<file path="src/rtl/legv8_pkg.sv">
// legv8_pkg: shared states, control word layout, ALU/PC codes and opcodes for the LEGv8 control unit
package legv8_pkg;
  typedef enum logic [2:0] {
    S_RESET   = 3'd0,
    S_FETCH   = 3'd1,
    S_EXEC    = 3'd2,
    S_MEMWAIT = 3'd3,
    S_HALT    = 3'd4
  } state_t;
  typedef struct packed {
    logic [1:0] size;
    logic       sl;
    logic       il;
    logic [1:0] ps;
    logic       pcsel;
    logic       bsel;
    logic       en_pc;
    logic       en_b;
    logic       en_alu;
    logic       en_mem;
    logic       ramw;
    logic       regw;
    logic [4:0] fs;
    logic [4:0] sb;
    logic [4:0] sa;
    logic [4:0] da;
  } cw_t;
  localparam logic [4:0] FS_AND    = 5'b00000;
  localparam logic [4:0] FS_ORR    = 5'b00100;
  localparam logic [4:0] FS_ADD    = 5'b01000;
  localparam logic [4:0] FS_SUB    = 5'b01001;
  localparam logic [4:0] FS_EOR    = 5'b01100;
  localparam logic [4:0] FS_PASS_B = 5'b10100;
  localparam logic [1:0] PS_HOLD = 2'b00;
  localparam logic [1:0] PS_INC  = 2'b01;
  localparam logic [1:0] PS_REL  = 2'b11;
  localparam logic [1:0] SIZE_DW = 2'b11;
  localparam logic [10:0] OP_ADD   = 11'h458;
  localparam logic [10:0] OP_SUB   = 11'h658;
  localparam logic [10:0] OP_AND   = 11'h450;
  localparam logic [10:0] OP_ORR   = 11'h550;
  localparam logic [10:0] OP_EOR   = 11'h650;
  localparam logic [10:0] OP_ADDS  = 11'h558;
  localparam logic [10:0] OP_SUBS  = 11'h758;
  localparam logic [10:0] OP_ADDI  = 11'h488;
  localparam logic [10:0] OP_SUBI  = 11'h688;
  localparam logic [10:0] OP_MOVZ  = 11'h694;
  localparam logic [10:0] OP_LDUR  = 11'h7C2;
  localparam logic [10:0] OP_STUR  = 11'h7C0;
  localparam logic [10:0] OP_B     = 11'h0A0;
  localparam logic [10:0] OP_CBZ   = 11'h5A0;
  localparam logic [10:0] OP_CBNZ  = 11'h5A8;
  localparam logic [10:0] OP_BCOND = 11'h2A0;
endpackage

</file>
<file path="src/rtl/legv8_cond_eval.sv">
// legv8_cond_eval: ARM condition-code evaluation on registered flags
module legv8_cond_eval (
  input  logic [3:0] cond,
  input  logic       v,
  input  logic       c,
  input  logic       n,
  input  logic       z,
  output logic       taken
);
  logic base;
  // even codes give the base test; odd codes invert it, except AL/NV which are always taken
  always_comb begin
    base = cond[3:1] == 3'd0 ? z :
           cond[3:1] == 3'd1 ? c :
           cond[3:1] == 3'd2 ? n :
           cond[3:1] == 3'd3 ? v :
           cond[3:1] == 3'd4 ? (c && !z) :
           cond[3:1] == 3'd5 ? (n == v) :
           cond[3:1] == 3'd6 ? (!z && (n == v)) : 1'b1;
    taken = cond[3:1] == 3'd7 ? 1'b1 : base ^ cond[0];
  end
endmodule

</file>
<file path="src/rtl/legv8_control_unit.sv">
// legv8_control_unit: multicycle FSM sequencing the LEGv8 datapath with memory wait, halt and illegal trap
module legv8_control_unit
  import legv8_pkg::*;
#(
  parameter int CW_W = 34,
  parameter int K_W  = 64
) (
  input  logic            clock,
  input  logic            reset,
  input  logic [31:0]     instruction,
  input  logic [4:0]      status,
  input  logic            mem_ready,
  output logic [CW_W-1:0] control_word,
  output logic [K_W-1:0]  constant,
  output logic [2:0]      state_out,
  output logic            halted,
  output logic            illegal
);
  state_t state_q, state_d;
  logic illegal_q, illegal_d;
  cw_t cw, ex;
  logic [63:0] k, ex_k;
  logic [10:0] op;
  logic [4:0] rd, rn, rm, alu_fs;
  logic is_r, is_imm, is_subi, is_flags, is_movz, is_ld, is_st, is_b, is_cbz, is_cbnz, is_bcond;
  logic is_mem, is_halt, known, cond_taken;
  assign op       = instruction[31:21];
  assign rd       = instruction[4:0];
  assign rn       = instruction[9:5];
  assign rm       = instruction[20:16];
  assign is_r     = op inside {OP_ADD, OP_SUB, OP_AND, OP_ORR, OP_EOR, OP_ADDS, OP_SUBS};
  assign is_subi  = op[10:1] == OP_SUBI[10:1];
  assign is_imm   = op[10:1] == OP_ADDI[10:1] || is_subi;
  assign is_flags = op == OP_ADDS || op == OP_SUBS;
  assign is_movz  = op[10:2] == OP_MOVZ[10:2];
  assign is_ld    = op == OP_LDUR;
  assign is_st    = op == OP_STUR;
  assign is_b     = op[10:5] == OP_B[10:5];
  assign is_cbz   = op[10:3] == OP_CBZ[10:3];
  assign is_cbnz  = op[10:3] == OP_CBNZ[10:3];
  assign is_bcond = op[10:3] == OP_BCOND[10:3];
  assign is_mem   = is_ld || is_st;
  assign is_halt  = instruction == 32'h0;
  assign known    = is_r || is_imm || is_movz || is_mem || is_b || is_cbz || is_cbnz || is_bcond;
  assign alu_fs   = (op == OP_SUB || op == OP_SUBS || is_subi) ? FS_SUB :
                    op == OP_AND ? FS_AND :
                    op == OP_ORR ? FS_ORR :
                    op == OP_EOR ? FS_EOR : FS_ADD;
  legv8_cond_eval u_cond (
    .cond (instruction[3:0]),
    .v    (status[4]),
    .c    (status[3]),
    .n    (status[2]),
    .z    (status[1]),
    .taken(cond_taken)
  );
  // execute-phase word and constant; register/memory writes wait for the memory to complete
  always_comb begin
    ex = '0;
    ex_k = '0;
    if (is_r || is_imm) begin
      ex.da = rd;
      ex.sa = rn;
      ex.sb = rm;
      ex.fs = alu_fs;
      ex.bsel = is_imm;
      ex.en_alu = 1'b1;
      ex.regw = 1'b1;
      ex.sl = is_flags;
      ex_k = is_imm ? {52'd0, instruction[21:10]} : 64'd0;
    end else if (is_movz) begin
      ex.da = rd;
      ex.fs = FS_PASS_B;
      ex.bsel = 1'b1;
      ex.en_alu = 1'b1;
      ex.regw = 1'b1;
      ex_k = {48'd0, instruction[20:5]} << {instruction[22:21], 4'd0};
    end else if (is_mem) begin
      ex.da = is_ld ? rd : 5'd0;
      ex.sa = rn;
      ex.sb = is_st ? rd : 5'd0;
      ex.fs = FS_ADD;
      ex.bsel = 1'b1;
      ex.size = SIZE_DW;
      ex.en_mem = is_ld;
      ex.en_b = is_st;
      ex.regw = is_ld && mem_ready;
      ex.ramw = is_st && mem_ready;
      ex_k = {{55{instruction[20]}}, instruction[20:12]};
    end else if (is_b) begin
      ex.ps = PS_REL;
      ex_k = {{38{instruction[25]}}, instruction[25:0]};
    end else if (is_cbz || is_cbnz) begin
      ex.sb = rd;
      ex.fs = FS_PASS_B;
      ex.ps = (status[0] == is_cbz) ? PS_REL : PS_HOLD;
      ex_k = {{45{instruction[23]}}, instruction[23:5]};
    end else if (is_bcond) begin
      ex.ps = cond_taken ? PS_REL : PS_HOLD;
      ex_k = {{45{instruction[23]}}, instruction[23:5]};
    end
  end
  // next state, sticky illegal flag and Moore outputs per state
  always_comb begin
    state_d = state_q;
    illegal_d = illegal_q;
    cw = '0;
    k = '0;
    case (state_q)
      S_RESET: state_d = S_FETCH;
      S_FETCH: begin
        cw.en_pc = 1'b1;
        cw.size = SIZE_DW;
        cw.il = mem_ready;
        cw.ps = mem_ready ? PS_INC : PS_HOLD;
        state_d = mem_ready ? S_EXEC : S_FETCH;
      end
      S_EXEC: begin
        cw = ex;
        k = ex_k;
        state_d = !known ? S_HALT : (is_mem && !mem_ready) ? S_MEMWAIT : S_FETCH;
        illegal_d = illegal_q || (!known && !is_halt);
      end
      S_MEMWAIT: begin
        cw = ex;
        k = ex_k;
        state_d = mem_ready ? S_FETCH : S_MEMWAIT;
      end
      default: state_d = S_HALT;
    endcase
  end
  // state and sticky illegal registers
  always_ff @(posedge clock or negedge reset) begin
    if (!reset) begin
      state_q <= S_RESET;
      illegal_q <= 1'b0;
    end else begin
      state_q <= state_d;
      illegal_q <= illegal_d;
    end
  end
  assign control_word = cw;
  assign constant     = k;
  assign state_out    = state_q;
  assign halted       = state_q == S_HALT;
  assign illegal      = illegal_q;
endmodule
</file>
<file path="config.mk">
export PLATFORM = sky130hd
export DESIGN_NAME = legv8_control_unit
export DESIGN_NICKNAME = d
export VERILOG_FILES = /design/src/rtl/legv8_pkg.sv /design/src/rtl/legv8_cond_eval.sv /design/src/rtl/legv8_control_unit.sv
export SDC_FILE = /design/constraint.sdc
export NUM_CORES = 1
export LEC_CHECK = 0
export ABC_AREA = 1
export CAP_MARGIN = 10
export CELL_PAD_IN_SITES_DETAIL_PLACEMENT = 0
export CELL_PAD_IN_SITES_GLOBAL_PLACEMENT = 1
export CORE_MARGIN = 2
export CORE_UTILIZATION = 23
export CTS_CLUSTER_SIZE = 14
export DETAILED_ROUTE_END_ITERATION = 16
export PLACE_DENSITY_LB_ADDON = 0.1
export SKIP_CTS_REPAIR_TIMING = 1
export SLEW_MARGIN = 20
export SYNTH_ARGS = -nofsm -noshare
export SYNTH_HDL_FRONTEND = slang
export SYNTH_SLANG_ARGS = --single-unit
</file>
<file path="constraint.sdc">
create_clock -name clock -period 1.9 [get_ports clock]
set_clock_uncertainty 0.2 [all_clocks]
set_input_delay 0.19 -clock clock [delete_from_list [all_inputs] [get_ports clock]]
set_output_delay 0.19 -clock clock [all_outputs]
set_load 0.01 [all_outputs]
</file>
# [Word-level counts from Yosys, hierarchy flattened]
# Cells that the tools add are included.
[word_totals] inputBits=40 out_inout_bits=103 elab_cells=127 regBits=4
[classes] mux=65 n_bitwise=1 n_reduce_logical=29 shifts=1 eq_ne=29
[ops] operator="$mux 64" n=7
[ops] operator="$eq 11x11->1 const B" n=9
[ops] operator="$shl 16x6->64" n=1
[ops] operator="$mux 10" n=5
[ops] operator="$logic_not 32->1" n=1
[ops] operator="$mux 2" n=16
[ops] operator="$mux 25" n=1
[ops] operator="$mux 1" n=21
[ops] operator="$mux 21" n=1
[ops] operator="$eq 10x10->1 const B" n=2
[ops] operator="$eq 8x8->1 const B" n=2
[ops] operator="$eq 3x3->1 const B" n=5
[ops] operator="$mux 5" n=3
[ops] operator="$logic_or 1x1->1" n=14
[ops] operator="$eq 3x2->1 const B" n=4
[ops] operator="$mux 12" n=1
[ops] operator="$mux 4" n=3
[ops] operator="$pmux 3 s4" n=1
[ops] operator="$eq 9x9->1 const B" n=1
[ops] operator="$mux 3" n=3
[ops] operator="$eq 8x7->1 const B" n=1
[ops] operator="$reduce_bool 7->1" n=1
[ops] operator="$eq 3x1->1 const B" n=2
[ops] operator="$eq 6x3->1 const B" n=1
[ops] operator="9 further kinds" n=19

# [Logic depth before layout (Yosys ltp)]
[depth] ltp_word=19 ltp_mapped=14 depth_no_buf=13

# [By module]
# A second synthesis with hierarchy kept.
[unflattened] cells_unflattened=619 area_unflattened_um2=2884.0
[by_module_without_submodules] mod="legv8_control_unit" seq_area_each_um2=100.1 cells_per_inst=588 instances=1 area_each_um2=2750.1
[by_module_without_submodules] mod="legv8_cond_eval" seq_area_each_um2=0.0 cells_per_inst=31 instances=1 area_each_um2=133.9

# [Least setup slack after synthesis]
# OpenSTA, ideal clock, no wires.
[synth_path] path_type="flip-flop to output port" startpoint="register state_q[1] (netlist: state_out[1])" endpoint="output port control_word[33]" setup_slack_ns=-0.208 required_ns=1.510 path_buffers=2 stages_incl_launch_ff=7 arrival_ns=1.718 path_cell_list="dfrtp_1 > inv_1 > nor2_1 > clkinv_1 > clkbuf_1 > o21ai_0 > buf_4"
[synth_via] elab_chain_len=3 word_cells_on_any_way=5 classes_between="eq/ne (3); mux (1); reduce/logical (1)"
[synth_lines] item="from (decl)" line_no="legv8_control_unit.sv:19" rtl="state_t state_q, state_d;"
[synth_lines] item="from (signal assigned)" line_no="legv8_control_unit.sv:138" rtl="state_q <= state_d;"
[synth_lines] item="$eq 3x2->1" line_no="legv8_control_unit.sv:109" rtl="case (state_q)"
[synth_lines] item="$reduce_or 2->1 (no source line)"
[synth_lines] item="$pmux 2 s2 *" line_no="legv8_control_unit.sv:109"
[synth_lines] item="to (decl)" line_no="legv8_control_unit.sv:13" rtl="output logic [CW_W-1:0] control_word,"
# Every way passes the cells marked *; elsewhere a longest branch is shown, timed or not.

# [Worst setup path after layout]
[layout_path] startpoint="input port instruction[29]" endpoint="output port constant[37]"
[layout_via] elab_chain_len=8 word_cells_on_any_way=28 classes_between="eq/ne (16); mux (7); reduce/logical (5)"
[layout_lines] item="from (decl)" line_no="legv8_control_unit.sv:10" rtl="input logic [31:0] instruction,"
[layout_lines] item="$eq 8x7->1, or another cell as far along" line_no="legv8_control_unit.sv:41" rtl="assign is_bcond = op[10:3] == OP_BCOND[10:3];"
[layout_lines] item="$mux 64 or $logic_or 1x1->1 (tied branches)" line_no="legv8_control_unit.sv:98, legv8_control_unit.sv:93"
[layout_lines] item="$mux 64" line_no="legv8_control_unit.sv:93" rtl="end else if (is_cbz || is_cbnz) begin"
[layout_lines] item="$mux 64" line_no="legv8_control_unit.sv:90" rtl="end else if (is_b) begin"
[layout_lines] item="$mux 64" line_no="legv8_control_unit.sv:78" rtl="end else if (is_mem) begin"
[layout_lines] item="$mux 64" line_no="legv8_control_unit.sv:71" rtl="end else if (is_movz) begin"
[layout_lines] item="$mux 64 *" line_no="legv8_control_unit.sv:61" rtl="if (is_r || is_imm) begin"
[layout_lines] item="$mux 64 *" line_no="legv8_control_unit.sv:109"
[layout_lines] item="to (decl)" line_no="legv8_control_unit.sv:14" rtl="output logic [K_W-1:0] constant,"
# Marks and branches as above.

==> flow_metrics.env <==
export IMPL_synth_area_per_cell_sq_um=4.96
export IMPL_synth_area_leaders="nand2_1 (14%), nor2_1 (11%), nor3_1 (10%)"
export IMPL_max_slew_margin_pct=64.9
export IMPL_synth_common_cells="nand2_1 (112), nor2_1 (83), nor3_1 (60), inv_1 (57), o211ai_1 (39)"
export IMPL_critPathMaxStageDelay_ns=0.21
export IMPL_fmax_ghz=0.415
export IMPL_ys_types=36
export IMPL_r2r_cells=7
export IMPL_ys_seq_elements=4
export IMPL_clk_pin_slew_worst_paths_ns=0.03
export IMPL_cts_htree_levels=1
export IMPL_timing_rr_end="illegal"
export IMPL_grt_max_degree=48
export IMPL_die_x_microns=118
export IMPL_setup_viol=91
export IMPL_antenna_found_initial=0
export IMPL_synth_ff_type="dfrtp_1"
export IMPL_remaining_drc_errors=0
export IMPL_antennaDiodeCount=0
export IMPL_final_cells=1079
export IMPL_io_pins=143
export IMPL_yosysSeqAreaShare_pct=3.38
export IMPL_async_reset_ff_share_pct=100
export IMPL_total_power_mw=1.06
export IMPL_min_path_type="in2async"
export IMPL_yosys_warnings=0
export IMPL_place_area_sq_mm=0.00583
export IMPL_timing_rr_start="state_out[1]"
export IMPL_hold_worst_slack_ns=-0.0236
export IMPL_globalplace_congestion=0.895
export IMPL_nets=949
export IMPL_rsz0062_at_grt="true"
export IMPL_die_y_microns=118
export IMPL_fin_area_sq_mm=0.00729
export IMPL_worst_slack_ns=-0.512
export IMPL_cp_common_cell="buf_6"
export IMPL_wl_per_cell_microns=17.8
export IMPL_startpoint_type="primary input"
export IMPL_cp_max_fo=7
export IMPL_hold_viol_final=4
export IMPL_synthCells=597
export IMPL_start_util_pct=23.5
export IMPL_drive_above_1_share_pct=57.9
export IMPL_maxCapViolCount=0
export IMPL_power_leakage_nw=3.41
export IMPL_status="finished with violations"
export IMPL_dieArea_sq_mm=0.0138
export IMPL_syn2layout_area_growth_pct=146
export IMPL_totalWireLength_microns=19200
export IMPL_required_ns=1.51
export IMPL_first_pass_iters=5
export IMPL_worst_pin_slew_ns=0.527
export IMPL_cts_buffer_depth=2
export IMPL_pre_cts_ws_ns=-1.35
export IMPL_port_buffers=140
export IMPL_synth_area_sq_mm=0.00296
export IMPL_crit_chain="buf_6, buf_8, nor2_4, inv_2, nor2_2, nand2_2, buf_6, buf_6, clkinvlp_4, o21ai_4, o21ai_2, nand2_4, clkbuf_16, nor2_1, buf_2"
export IMPL_slew_viol_final=0
export IMPL_peakVddDrop_mv=0.312
export IMPL_rows=41
export IMPL_vias_per_cell=5.11
export IMPL_yosysMostFrequentCell="nand2_1"
export IMPL_yosysTopAreaCellShare_pct=14.2
export IMPL_worstSkewPairLatency_ns=0.23
export IMPL_cts_tree="yes"
export IMPL_path_class="in2out"
export IMPL_arrival_ns=2.02
export IMPL_worstSetupEndpointType="primary output"
export IMPL_violations="negative hold slack, negative setup slack"
export IMPL_grtUsageTotal_pct=22.9
export IMPL_cts_root_buf="clkbuf_16"
export IMPL_detail_route_iter0_violations=558
export IMPL_fin_crit_ns=2.41
export IMPL_vias=5512
export IMPL_post_route_period_util_pct=127
export IMPL_clock_sinks=4
export IMPL_grt_pass1_wl_microns=25800
export IMPL_ff2ff_setup_slack_ns=0.15
export IMPL_overflow=0
export IMPL_ant_nets=0
export IMPL_power_density_mw_per_mm2=145
export IMPL_dp_hpwl_microns=13500
export IMPL_synth_edf_count=0
export IMPL_coreArea_sq_mm=0.0126
export IMPL_place_inst=1033
export IMPL_numCtsBuffers=3
export IMPL_synth_top_area_cell="nand2_1"
export IMPL_grt_pass1_vias=4745
export IMPL_crit_path_top_delay_cell="clkbuf_16"
[worst max-delay path by stage]
stage	endpoint	start	slack (ns)
after floorplan	constant[23]	state_out[1]	-0.06
after global placement	constant[15]	instruction[31]	-1.36
after detailed placement	constant[12]	instruction[29]	-1.35
after CTS	constant[12]	instruction[29]	-1.36
after global routing	constant[33]	instruction[29]	-0.57
final	constant[37]	instruction[29]	-0.51
[layout make-up]
| class | count | area (sq um) |
|---|---|---|
| Inverter | 72 | 303 |
| Multi-Input combinational cell | 472 | 3340 |
| Timing Repair Buffer | 356 | 3250 |
| Fill cell | 1226 | 5330 |
| Clock buffer | 3 | 75.1 |
| Sequential cell | 4 | 100 |
| Tap cell | 172 | 215 |
[kinds of logic after synthesis]
group / count (synthesis) / synth area share, %
compound gates: 135 / 28.0
xor+xnor: 1 / 0.296
buf+inv: 122 / 17.2
flops: 4 / 3.38
other cells: 1 / 0.127
simple gates: 334 / 51.0
[where the power goes]
part	internal, mW	leakage (nW)	switching [mW]
Combinational	0.287	3.32	0.352
Sequential	0.0858	0.0507	0
Clock	0.269	0.0370	0.0619
Total	0.642	3.41	0.414
[state kept, by name (all words and copies together), names as in the netlist]
register and count:
illegal 1, state_out 3
[critical path, delay by kind of cell]
kind	cells	cell delay (ns)
compound gates	2	0.27
simple gates	5	0.56
buf+inv	8	0.98
[placed cells by master (no fill, tap or decap), types with 20 or more instances in the layout]
| cell | netlist | layout |
|---|---|---|
| buf_2 | 15 | 47 |
| buf_4 | 5 | 150 |
| buf_6 | 2 | 81 |
| clkdlybuf4s50_1 | 0 | 25 |
| inv_1 | 57 | 46 |
| nand2_1 | 112 | 80 |
| nand2_2 | 3 | 20 |
| nand3_1 | 38 | 28 |
| nor2_1 | 83 | 34 |
| nor2_2 | 14 | 20 |
| nor2_4 | 1 | 44 |
| nor3_1 | 60 | 51 |
| o211ai_1 | 39 | 39 |
| o21ai_2 | 2 | 21 |
[per-stage QoR]
stage               setup TNS (ns)  util, %
floorplan                   -0.304        -
global placement           -108.11     46.2
detailed placement         -108.91     46.2
CTS                        -109.28     46.8
global route                -39.88     57.8
finish                      -32.64     57.8
[per-layer routing]
layer,global-route usage [%],vias to the layer above,wire length [microns]
met5,0,-,0
li1,-,2640,-
met2,38.4,235,9200
met3,2.23,37,1190
met4,2.56,0,476
met1,32.7,2600,8310
(Power assumes the default switching activity.)
